`src/rtl/legv8_pkg.sv`:
```
// Shared types and constants for the LEGv8 instruction-fetch slice.
package legv8_pkg;

    localparam int INSTR_W = 32;
    localparam int ADDR_W  = 64;

    typedef enum logic [1:0] {
        PC_SEL_SEQ     = 2'b00,
        PC_SEL_BRANCH  = 2'b01,
        PC_SEL_REG     = 2'b10,
        PC_SEL_SEQ_ALT = 2'b11
    } pc_sel_e;

    typedef enum logic [1:0] {
        ST_IDLE  = 2'b00,
        ST_FETCH = 2'b01,
        ST_HOLD  = 2'b10,
        ST_DRAIN = 2'b11
    } fetch_state_e;

endpackage

```
`src/rtl/legv8_instr_fetch_if.sv`:
```
// Fetch-unit bus: instruction-memory request side, control-unit side and redirect inputs.
interface legv8_instr_fetch_if #(
    parameter int MEM_W = legv8_pkg::INSTR_W
);
    import legv8_pkg::*;

    // Memory: mem_req/mem_addr hold until the single-cycle mem_ack. Control unit:
    // a transfer happens on any rising edge with instr_valid & instr_ready both high.
    logic              mem_req;
    logic [ADDR_W-1:0] mem_addr;
    logic              mem_ack;
    logic [MEM_W-1:0]  mem_rdata;
    logic [MEM_W-1:0]  instruction;
    logic              instr_valid;
    logic              instr_ready;
    logic [ADDR_W-1:0] pc;
    logic [1:0]        pc_sel;
    logic [ADDR_W-1:0] constant;
    logic [ADDR_W-1:0] reg_target;
    logic              flush;
    logic [ADDR_W-1:0] flush_target;

    modport master (
        output mem_req, mem_addr, instruction, instr_valid, pc,
        input  mem_ack, mem_rdata, instr_ready, pc_sel, constant,
               reg_target, flush, flush_target
    );

    modport slave (
        input  mem_req, mem_addr, instruction, instr_valid, pc,
        output mem_ack, mem_rdata, instr_ready, pc_sel, constant,
               reg_target, flush, flush_target
    );

endinterface

```
`src/rtl/legv8_next_pc.sv`:
```
// Combinational next-PC selection: sequential, PC-relative branch or register target.
module legv8_next_pc
    import legv8_pkg::*;
(
    input  logic [ADDR_W-1:0] i_pc,
    input  logic [1:0]        i_pc_sel,
    input  logic [ADDR_W-1:0] i_constant,
    input  logic [ADDR_W-1:0] i_reg_target,
    output logic [ADDR_W-1:0] o_next_pc
);

    logic [ADDR_W-1:0] w_branch_off;
    logic [ADDR_W-1:0] w_reg_aligned;

    // Word offset to byte offset; the shift drops the top two bits so the add wraps mod 2^64.
    assign w_branch_off  = i_constant << 2;
    assign w_reg_aligned = i_reg_target & ~ADDR_W'(3);

    always_comb begin
        o_next_pc = i_pc + ADDR_W'(4);
        case (pc_sel_e'(i_pc_sel))
            PC_SEL_BRANCH: o_next_pc = i_pc + w_branch_off;
            PC_SEL_REG:    o_next_pc = w_reg_aligned;
            default:       o_next_pc = i_pc + ADDR_W'(4);
        endcase
    end

endmodule

```
`src/rtl/legv8_instr_fetch.sv`:
```
// Single-outstanding instruction fetch with hold-until-consumed output and flush/drain redirect.
module legv8_instr_fetch
    import legv8_pkg::*;
#(
    parameter logic [63:0] RESET_PC = 64'h0,
    parameter int          MEM_W    = 32
) (
    input  logic                clock,
    input  logic                reset,
    legv8_instr_fetch_if.master bus,
    output fetch_state_e        o_state
);

    fetch_state_e      r_state, w_state_nxt;
    logic [ADDR_W-1:0] r_pc, w_pc_nxt;
    logic [ADDR_W-1:0] r_drain_addr, w_drain_addr_nxt;
    logic [MEM_W-1:0]  r_instruction, w_instruction_nxt;
    logic              r_instr_valid, w_instr_valid_nxt;
    logic [ADDR_W-1:0] w_next_pc;
    logic [ADDR_W-1:0] w_flush_pc;

    assign w_flush_pc = bus.flush_target & ~ADDR_W'(3);

    legv8_next_pc u_next_pc (
        .i_pc         (r_pc),
        .i_pc_sel     (bus.pc_sel),
        .i_constant   (bus.constant),
        .i_reg_target (bus.reg_target),
        .o_next_pc    (w_next_pc)
    );

    always_ff @(posedge clock or negedge reset) begin
        if (!reset) begin
            r_state       <= ST_IDLE;
            r_pc          <= RESET_PC;
            r_drain_addr  <= RESET_PC;
            r_instruction <= '0;
            r_instr_valid <= 1'b0;
        end else begin
            r_state       <= w_state_nxt;
            r_pc          <= w_pc_nxt;
            r_drain_addr  <= w_drain_addr_nxt;
            r_instruction <= w_instruction_nxt;
            r_instr_valid <= w_instr_valid_nxt;
        end
    end

    always_comb begin
        w_state_nxt       = r_state;
        w_pc_nxt          = r_pc;
        w_drain_addr_nxt  = r_drain_addr;
        w_instruction_nxt = r_instruction;
        w_instr_valid_nxt = r_instr_valid;
        case (r_state)
            ST_IDLE: begin
                w_state_nxt = ST_FETCH;
            end
            ST_FETCH: begin
                if (bus.flush) begin
                    w_pc_nxt = w_flush_pc;
                    // Unacked request must still complete at the old address before refetching.
                    if (!bus.mem_ack) begin
                        w_drain_addr_nxt = r_pc;
                        w_state_nxt      = ST_DRAIN;
                    end
                end else if (bus.mem_ack) begin
                    w_instruction_nxt = bus.mem_rdata;
                    w_instr_valid_nxt = 1'b1;
                    w_state_nxt       = ST_HOLD;
                end
            end
            ST_HOLD: begin
                if (bus.flush) begin
                    w_instr_valid_nxt = 1'b0;
                    w_pc_nxt          = w_flush_pc;
                    w_state_nxt       = ST_FETCH;
                end else if (bus.instr_ready) begin
                    w_instr_valid_nxt = 1'b0;
                    w_pc_nxt          = w_next_pc;
                    w_state_nxt       = ST_FETCH;
                end
            end
            ST_DRAIN: begin
                if (bus.flush) begin
                    w_pc_nxt = w_flush_pc;
                end
                if (bus.mem_ack) begin
                    w_state_nxt = ST_FETCH;
                end
            end
            default: begin
                w_state_nxt = ST_IDLE;
            end
        endcase
    end

    assign bus.mem_req     = (r_state == ST_FETCH) || (r_state == ST_DRAIN);
    assign bus.mem_addr    = (r_state == ST_DRAIN) ? r_drain_addr : r_pc;
    assign bus.instruction = r_instruction;
    assign bus.instr_valid = r_instr_valid;
    assign bus.pc          = r_pc;
    assign o_state         = r_state;

endmodule

```
`src/flat_wrapper.sv`:
```
// flat-port wrapper written by rule: the top's interface ports become plain ports
module legv8_instr_fetch_flat import legv8_pkg::*;
#(
    parameter logic [63:0] RESET_PC = 64'h0,
    parameter int          MEM_W    = 32
)
  (clock, reset, o_state, bus_mem_req, bus_mem_addr, bus_instruction, bus_instr_valid, bus_pc, bus_mem_ack, bus_mem_rdata, bus_instr_ready, bus_pc_sel, bus_constant, bus_reg_target, bus_flush, bus_flush_target);
  legv8_instr_fetch_if #(.MEM_W(MEM_W)) bus_i ();
  input  logic clock;
  input  logic reset;
  output fetch_state_e o_state;
  output wire logic [$bits(bus_i.mem_req)-1:0] bus_mem_req;
  output wire logic [$bits(bus_i.mem_addr)-1:0] bus_mem_addr;
  output wire logic [$bits(bus_i.instruction)-1:0] bus_instruction;
  output wire logic [$bits(bus_i.instr_valid)-1:0] bus_instr_valid;
  output wire logic [$bits(bus_i.pc)-1:0] bus_pc;
  input wire logic [$bits(bus_i.mem_ack)-1:0] bus_mem_ack;
  input wire logic [$bits(bus_i.mem_rdata)-1:0] bus_mem_rdata;
  input wire logic [$bits(bus_i.instr_ready)-1:0] bus_instr_ready;
  input wire logic [$bits(bus_i.pc_sel)-1:0] bus_pc_sel;
  input wire logic [$bits(bus_i.constant)-1:0] bus_constant;
  input wire logic [$bits(bus_i.reg_target)-1:0] bus_reg_target;
  input wire logic [$bits(bus_i.flush)-1:0] bus_flush;
  input wire logic [$bits(bus_i.flush_target)-1:0] bus_flush_target;
  assign bus_mem_req = bus_i.mem_req;
  assign bus_mem_addr = bus_i.mem_addr;
  assign bus_instruction = bus_i.instruction;
  assign bus_instr_valid = bus_i.instr_valid;
  assign bus_pc = bus_i.pc;
  assign bus_i.mem_ack = bus_mem_ack;
  assign bus_i.mem_rdata = bus_mem_rdata;
  assign bus_i.instr_ready = bus_instr_ready;
  assign bus_i.pc_sel = bus_pc_sel;
  assign bus_i.constant = bus_constant;
  assign bus_i.reg_target = bus_reg_target;
  assign bus_i.flush = bus_flush;
  assign bus_i.flush_target = bus_flush_target;
  legv8_instr_fetch #(.RESET_PC(RESET_PC), .MEM_W(MEM_W)) u_core (.clock(clock), .reset(reset), .bus(bus_i), .o_state(o_state));
endmodule
```
`config.mk`:
```
export PLATFORM = sky130hd
export DESIGN_NAME = legv8_instr_fetch_flat
export DESIGN_NICKNAME = d
export VERILOG_FILES = /design/src/rtl/legv8_pkg.sv /design/src/rtl/legv8_instr_fetch_if.sv /design/src/rtl/legv8_next_pc.sv /design/src/rtl/legv8_instr_fetch.sv /design/src/flat_wrapper.sv
export SDC_FILE = /design/constraint.sdc
export NUM_CORES = 1
export LEC_CHECK = 0
export CAP_MARGIN = 10
export CORE_ASPECT_RATIO = 2
export CORE_MARGIN = 3
export CORE_UTILIZATION = 47
export CTS_BUF_LIST = sky130_fd_sc_hd__clkbuf_16
export DETAILED_ROUTE_END_ITERATION = 10
export MAX_ROUTING_LAYER = met4
export PLACE_DENSITY = 0.9
export SYNTH_ARGS = -nofsm -noshare
export SYNTH_HDL_FRONTEND = slang
export SYNTH_SLANG_ARGS = --single-unit
```
`constraint.sdc`:
```
create_clock -name clock -period 3.7 [get_ports clock]
set_input_delay 0.74 -clock clock [delete_from_list [all_inputs] [get_ports clock]]
set_output_delay 0.74 -clock clock [all_outputs]
set_load 0.02 [all_outputs]
```
---- Word level (Yosys, flattened, before mapping) ----
Index checks and enable logic that the tools add are counted.
word-level totals
  register bits after elaboration ......... 163
  input bits .............................. 231
  output and inout bits ................... 164
  logic and storage cells ................. 49
cells by class
  add/subtract/negate cells ............... 2
  equal/unequal tests ..................... 12
  muxes and demuxes ....................... 18
  bitwise gates (word level) .............. 2
  reductions and logical operators ........ 10
operator list
  operator                 count
  $mux W64                 4
  $pmux W64 S2             2
  $add A64 B3 Y64 const B  1
  $add A64 B64 Y64         1
  $mux W2                  6
  $ne A3 B3 Y1 const B     3
  $reduce_and A3 Y1        3
  $pmux W2 S4              1
  $reduce_and A4 Y1        2
  $eq A2 B2 Y1 const B     3
  $ne A2 B2 Y1 const B     3
  $eq A2 B1 Y1 const B     2
  $mux W1                  4
  $reduce_bool A2 Y1       2
  $logic_not A2 Y1         1
  $ne A2 B1 Y1 const B     1
  $not A1 Y1               2
  $pmux W1 S2              1
  $reduce_or A2 Y1         1
  $logic_or A1 B1 Y1       1

---- Longest topological paths before layout ----
Gate-level depths: netlist (run 1).
  depth after elaboration ................. 5
  gate-level depth with buffers ........... 15
  depth with buffers taken out ............ 13

---- Modules after synthesis ----
Synthesis (run 1) repeated with hierarchy kept, for this count alone.
second synthesis, totals
  cells, all modules ...................... 1247
  area total of the unflattened synthesis .. 12495.7 sq um
by module, submodules not included
  module             times used  cells each  area an instance (sq um)  seq. area each (sq um)
  legv8_instr_fetch  1           508         7742.4                    4078.9
  legv8_next_pc      1           739         4753.3                    0.0

---- Worst setup path after synthesis (run 1) ----
OpenSTA, ideal clock, no wires.
  kind .................................... input to register
  from .................................... input bus_pc_sel[0]
  to ...................................... register u_core.r_pc[56] (netlist: u_core.bus.pc[56])
  setup time .............................. 94 ps
  arrival time ............................ 3659 ps
  required time ........................... 3606 ps
  setup slack ............................. -53 ps
  cell stages on the path ................. 14
  path buffers ............................ 2
  cell sequence ........................... nor2b_1 clkbuf_1 clkbuf_1 and2_1 fa_1 a211oi_1 o21ai_1 a32oi_1 a21oi_1 a211oi_2 a31oi_2 a211o_1 xnor2_1 a221oi_2
between the ends
  word-level cells in the longest chain between the ends .. 5
  elaborated cells between the ends (all ways) .. 6
  classes of those cells .................. 2 x eq/ne; 4 x mux
RTL lines
  item                                          RTL line                 RTL
  start, declared                               flat_wrapper.sv:20       input wire logic [$bits(bus_i.pc_sel)-1:0] bus_pc_sel;
  $eq A2 B2 Y1 or $eq A2 B1 Y1 (tied branches)  legv8_next_pc.sv:21      case (pc_sel_e'(i_pc_sel))
  $pmux W64 S2 (*)                              legv8_next_pc.sv:21
  $mux W64 (*)                                  legv8_instr_fetch.sv:77  end else if (bus.instr_ready) begin
  $mux W64 (*)                                  legv8_instr_fetch.sv:73  if (bus.flush) begin
  $pmux W64 S2 (*)                              legv8_instr_fetch.sv:54  case (r_state)
  end signal, assigned                          legv8_instr_fetch.sv:41  r_pc <= w_pc_nxt;
  end, declared                                 legv8_instr_fetch.sv:15  logic [ADDR_W-1:0] r_pc, w_pc_nxt;
Every way passes the cells marked *; elsewhere a longest branch is shown, timed or not. The select of a mux whose other input is x is not followed.
A chain may end at the register's enable or synchronous reset.

---- Worst setup path after layout (run 1) ----
  from .................................... input bus_pc_sel[0]
  to ...................................... register u_core.r_pc[50] (netlist: u_core.bus.pc[50])
Same word-level chain as after synthesis.

==> impl_metrics.yaml, run 1 <==
critical_path:
  ff2ff_setup_slack_ps: 610
  r2r_cells: 12
  cp_data_required_time_ps: 4080
  start_kind: "input pin"
  worstPathMaxFanout: 7
  worstPathArrival_ps: 3910
  reg2reg_to: "u_core.bus.pc[56]$_DFFE_PN0P_"
  worstSetupEndpointType: "flop"
  crit_type: "in2reg"
  rr_startpoint: "u_core.bus.pc[2]$_DFFE_PN0P_"
detailed_routing:
  first_iter_violations: 891
  via_count: 13349
  drtPass1Iterations: 5
  remaining_drc_errors: 0
  ant_nets: 0
  wire_per_inst_microns: 23.1
  wirelength_microns: 52100
  viasPerCell: 5.93
logic_synthesis:
  yosys.area.top_type_share_pct: 33.2
  synth-seq-area-share_pct: 33.2
  syn_inst: 1319
  synth_edf_count: 0
  yosys.area.top_type: "dfrtp_1"
  ys_warn_count: 0
  synth_cell_type_count: 87
  ys_ff_latch: 159
  synthArstFlopShare_pct: 100
  netlist_area_sq_um: 12000
  avgSynthCellArea_sq_um: 9.07
  synth.area.top_cells: "dfrtp_1 33%, mux2_2 15%, ha_1 6.4%"
  synth_ff_type: "dfrtp_1"
layout:
  fillers: 1832
  fin_nets: 2192
  seqCellArea_sq_um: 3980
  mostFrequentLayoutCells: "381 x clkdlybuf4s50_1, 258 x buf_4, 159 x dfrtp_1, 156 x mux2_2, 134 x nand2_1"
  multiInputGateArea_sq_um: 7860
  final_area_sq_um: 18900
  stdcell_count: 2252
  final_common_cell: "clkdlybuf4s50_1"
  drive_gt1_share_pct: 28.1
  syn2layout_area_growth_pct: 57.8
timing:
  grt_setup_unrepaired: "no"
  fin_crit_sh_pct: 95.5
  worstMarginPinSlew_ps: 717
  slew_headroom_pct: 52.2
  slew_viol_final: 0
  skew_ps: 15.4
  period_minus_slack_ps: 3530
  finalHoldViolCount: 0
  fin_ws_ps: 168
  fmax_mhz: 283
  finalSetupViolations: 0
floorplan:
  die_h_microns: 232
  ios: 395
  dieArea_sq_um: 27500
  coreArea_sq_um: 25000
  placementRows: 82
  start_util_pct: 47.8
  die_width_microns: 119
clock_tree:
  cts_tree: "built"
  path_clk_slew_ps: 80
  cts_buffers: 17
  clk_latency_ps: 470
  cts-root-buf: "clkbuf_16"
  clockBufferDepth: 2
  ctsHtreeMaxLevel: 4
  cts_sinks: 159
placement:
  dp_hpwl_microns: 40400
  pre_cts_ws_ps: -851
  place_area_sq_um: 17900
  gp_congestion: 0.994
  dp_cells: 2208
  port_buffers: 384
pwr:
  leakage_nw: 8.11
  power.total_mw: 9.12
  power_density_nw_per_um2: 483
  ir_drop_v: 0.000345
grt:
  overflow: 0
  grt_pass1_wl_microns: 78800
  grt_max_degree: 81
  globalRouteTotalUtil_pct: 38.1
  antenna_found_initial: 3
  grt_pass1_vias: 14420
min_path:
  hold_class: "in2async"
status:
  status: "complete, no violations"
run:
  maxCapViolations: 0
## per-stage QoR
stage	setup TNS [ps]	hold slack (ps)	util (%)
after floorplan	0	444	-
after global placement	-27000	485	71.4
after detailed placement	-31930	493	71.4
after CTS	-20.7	301	75.2
after global routing	0	316	75.4
final	0	261	75.4
## power by group
group | internal [mW] | leakage (nW) | total (mW) | switching [mW]
clock | 0.975 | 0.295 | 1.88 | 0.902
combinational | 2.37 | 5.92 | 4.57 | 2.20
sequential | 2.23 | 1.89 | 2.68 | 0.444
## worst max-delay path, stage by stage
cell	delay (ps)
dlymetal6s2s_1	150
nor2b_4	150
buf_12	140
buf_12	130
buf_4	150
and2_1	200
ha_4	310
nand4_1	180
nor2_2	180
buf_4	140
nand2_1	40
o211ai_1	290
and3_1	260
nor2_1	60
buf_4	160
o31ai_4	300
xnor2_2	100
a221oi_2	200
## worst max path at each step
stage | from | to | slack [ps] | cells past startpoint
final | bus_pc_sel[0] | u_core.bus.pc[50]$_DFFE_PN0P_ | 170 | 18
after global routing | bus_pc_sel[0] | u_core.bus.pc[50]$_DFFE_PN0P_ | 100 | 18
after CTS | bus_pc_sel[0] | u_core.bus.pc[56]$_DFFE_PN0P_ | -20 | 16
after detailed placement | bus_pc_sel[0] | u_core.bus.pc[56]$_DFFE_PN0P_ | -850 | 15
after global placement | bus_pc_sel[0] | u_core.bus.pc[48]$_DFFE_PN0P_ | -760 | 16
after floorplan | bus_pc_sel[0] | u_core.bus.pc[56]$_DFFE_PN0P_ | 10 | 14
## logic make-up after synthesis
logic type	count (synthesis)	share of synthesized area [%]
xor+xnor	49	3.59
mux	159	14.9
other cells	1	0.0313
simple gates	378	15.6
compound gates	400	22.1
buf+inv	111	4.00
fa+ha+maj	62	6.55
flops	159	33.2
## state kept, by name, indices dropped and copies added, names as in the netlist
signal,cells
u_core.bus.instr_valid,1
u_core.bus.instruction,32
u_core.bus.pc,62
u_core.o_state,2
u_core.r_drain_addr,62
## cells in the mapped netlist (all sizes together) (3+ instances only)
| master | n |
|---|---|
| mux2i | 3 |
| o31ai | 5 |
| a21oi | 115 |
| o21a | 5 |
| xnor2 | 32 |
| xor2 | 17 |
| o211ai | 21 |
| a31o | 5 |
| or3 | 10 |
| a221oi | 15 |
| a31oi | 10 |
| o21ai | 107 |
| a21o | 31 |
| nand4 | 22 |
| nor2b | 8 |
| ha | 61 |
| mux2 | 156 |
| nand3 | 10 |
| nand2b | 7 |
| buf | 25 |
| o22ai | 20 |
| and2 | 62 |
| o21bai | 16 |
| nor4 | 9 |
| nand2 | 137 |
| and3 | 9 |
| inv | 19 |
| a211oi | 10 |
| o221ai | 7 |
| nor2 | 75 |
| dfrtp | 159 |
| nor3 | 21 |
| clkbuf | 67 |
| a221o | 6 |
## what timing repair did
action	CTS	global route
setup endpoints to repair	44	49
gates cloned	0	0
buffers inserted	8	0
gates resized for setup	45	11
pin swaps	25	4
hold buffers	0	0
## final cells by class
class	count	area share (%)
clock inverters	15	1.02
repair buffers	650	31.4
inverters	19	0.378
flip-flops and latches	159	21.1
multi-input cells	1052	41.6
clock buffers	17	2.25
diodes	4	0.0530
well taps	336	2.23
## layer usage
layer  global-route usage (%)  vias up  routed length, microns
met5                        -        -                       0
met4                     27.6        0                    4120
met3                     7.69      249                    3340
met2                     68.7      729                   27900
met1                     35.2     6389                   16700
li1                         -     5982                       -
(Power assumes the default switching activity.)
==> run 2, diff against run 1 <==
--- a/config.mk
+++ b/config.mk
@@ -13,6 +13,7 @@
 export DETAILED_ROUTE_END_ITERATION = 10
 export MAX_ROUTING_LAYER = met4
 export PLACE_DENSITY = 0.9
+export RECOVER_POWER = 25
 export SYNTH_ARGS = -nofsm -noshare
 export SYNTH_HDL_FRONTEND = slang
 export SYNTH_SLANG_ARGS = --single-unit
==> impl_metrics.yaml, run 2 (synthesis gave the netlist of run 1 again) <==
clock_tree:
  cts_tree: "built"
  clk_latency_ps: 470
  ctsHtreeMaxLevel: 4
  cts_sinks: 159
  clockBufferDepth: 2
  path_clk_slew_ps: 80
  hold_buffers: 0
  cts_buffers: 17
  cts-root-buf: "clkbuf_16"
timing:
  worstMarginPinSlew_ps: 1870
  slew_headroom_pct: -24.5
  skew_ps: 16.3
  finalHoldViolCount: 0
  finalSetupViolations: 0
  fin_crit_sh_pct: 95.7
  period_minus_slack_ps: 3540
  grt_setup_unrepaired: "no"
  fmax_mhz: 282
  slew_viol_final: 130
min_path:
  hold_class: "reg2reg"
floorplan:
  dieArea_sq_um: 27500
  start_util_pct: 47.8
  die_width_microns: 119
  coreArea_sq_um: 25000
  ios: 395
  die_h_microns: 232
  placementRows: 82
detailed_routing:
  via_count: 13399
  remaining_drc_errors: 0
  ant_nets: 0
  first_iter_violations: 880
  wirelength_microns: 52200
  wire_per_inst_microns: 23.2
  drtPass1Iterations: 5
  viasPerCell: 5.95
placement:
  dp_cells: 2208
  place_area_sq_um: 17900
  dp_hpwl_microns: 40400
  port_buffers: 384
  gp_congestion: 0.994
pwr:
  combPwrFrac_pct: 50.1
  internal-power_mw: 5.57
  pwr-share-seq_pct: 29.3
  sw_frac_of_total_pct: 38.8
  power_density_nw_per_um2: 483
  switching_power_mw: 3.54
  leakage_nw: 8.10
  ir_drop_v: 0.000345
  pwr-share-clk_pct: 20.6
run:
  maxCapViolations: 2
critical_path:
  rr_startpoint: "u_core.bus.pc[2]$_DFFE_PN0P_"
  start_kind: "input pin"
  worstPathArrival_ps: 3930
  worstSetupEndpointType: "flop"
  crit_type: "in2reg"
  r2r_cells: 12
  cp_data_required_time_ps: 4080
  ff2ff_setup_slack_ps: 620
  reg2reg_to: "u_core.bus.pc[56]$_DFFE_PN0P_"
  crit_end: "u_core.bus.pc[50]$_DFFE_PN0P_"
  critPathLaunch: "bus_pc_sel[0]"
  worstPathMaxFanout: 7
grt:
  grt_pass1_wl_microns: 78800
  overflow: 0
  grt_max_degree: 81
  antenna_found_initial: 3
  grt_pass1_vias: 14420
  globalRouteTotalUtil_pct: 38.1
status:
  violations: "max-capacitance violations, max-slew violations"
  status: "complete, but fails checks"
layout:
  final_area_sq_um: 18900
  syn2layout_area_growth_pct: 57.6
  stdcell_count: 2252
  fin_nets: 2192
  drive_gt1_share_pct: 28.1
  final_common_cell: "clkdlybuf4s50_1"
  mostFrequentLayoutCells: "381 x clkdlybuf4s50_1, 257 x buf_4, 159 x dfrtp_1, 156 x mux2_2, 134 x nand2_1"
  finish.utilization_pct: 75.3
  fillers: 1837
run 2: timing repair:
action	CTS	global route
gates resized for setup	45	11
pin swaps	25	4
setup endpoints to repair	44	49
gates cloned	0	0
buffers inserted	8	0
run 2: critical path, cell delays in order:
cell and delay (ps):
dlymetal6s2s_1 150, nor2b_4 150, buf_12 150, buf_12 130, buf_4 160, and2_1 200
ha_4 310, nand4_1 180, nor2_2 180, buf_4 140, nand2_1 40, o211ai_1 290
and3_1 270, nor2_1 60, buf_4 160, o31ai_4 300, xnor2_2 110, a221oi_2 200
run 2: how the worst min path moves through the flow:
stage	to	depth (start not counted)	from	slack, ps
5_1_grt	u_core.r_drain_addr[24]$_DFFE_PN0P_	1	u_core.r_drain_addr[24]$_DFFE_PN0P_	520
6_report	u_core.r_drain_addr[22]$_DFFE_PN0P_	1	u_core.r_drain_addr[22]$_DFFE_PN0P_	510
3_3_place_gp	u_core.r_drain_addr[26]$_DFFE_PN0P_	1	u_core.r_drain_addr[26]$_DFFE_PN0P_	490
2_1_floorplan	u_core.bus.instr_valid$_DFFE_PN0P_	0	reset	440
3_5_place_dp	u_core.r_drain_addr[22]$_DFFE_PN0P_	1	u_core.r_drain_addr[22]$_DFFE_PN0P_	490
4_1_cts	u_core.r_drain_addr[10]$_DFFE_PN0P_	1	reset	300
run 2: area by class of cell:
cell class                      count  area (sq um)  share of cell area, %
Clock inverter                     15           193                   1.02
Inverter                           19          71.3                  0.378
Timing Repair Buffer              650          5900                   31.3
Multi-Input combinational cell   1052          7860                   41.7
Antenna cell                        4          10.0                 0.0531
Sequential cell                   159          3980                   21.1
Tap cell                          336           420                   2.23
Clock buffer                       17           425                   2.26
run 2: power by group through the flow:
stage                     clock, mW  combinational [mW]  sequential, mW
after floorplan                   0                2.04            2.80
after global placement            0                4.31            2.62
after detailed placement          0                4.42            2.68
after CTS                      1.89                4.53            2.66
after global routing           1.96                4.82            2.73
final                          1.87                4.56            2.67
run 2: metrics by stage:
step                      setup WS (ps)  setup TNS, ps  hold WS (ps)  power, mW
after CTS                         -20.7          -20.7           301       9.07
final                               159              0           506       9.11
after floorplan                    13.4              0           444       4.84
after global routing               93.5              0           520       9.50
after global placement             -759         -27000           485       6.92
after detailed placement           -851         -31930           493       7.10
run 2: per-layer routing:
layer | GRT usage [%] | routed length [microns] | vias up
met2 | 68.7 | 27900 | 717
met4 | 27.6 | 4260 | 0
li1 | - | - | 5991
met1 | 35.2 | 16800 | 6416
met5 | - | 0 | -
met3 | 7.69 | 3190 | 275
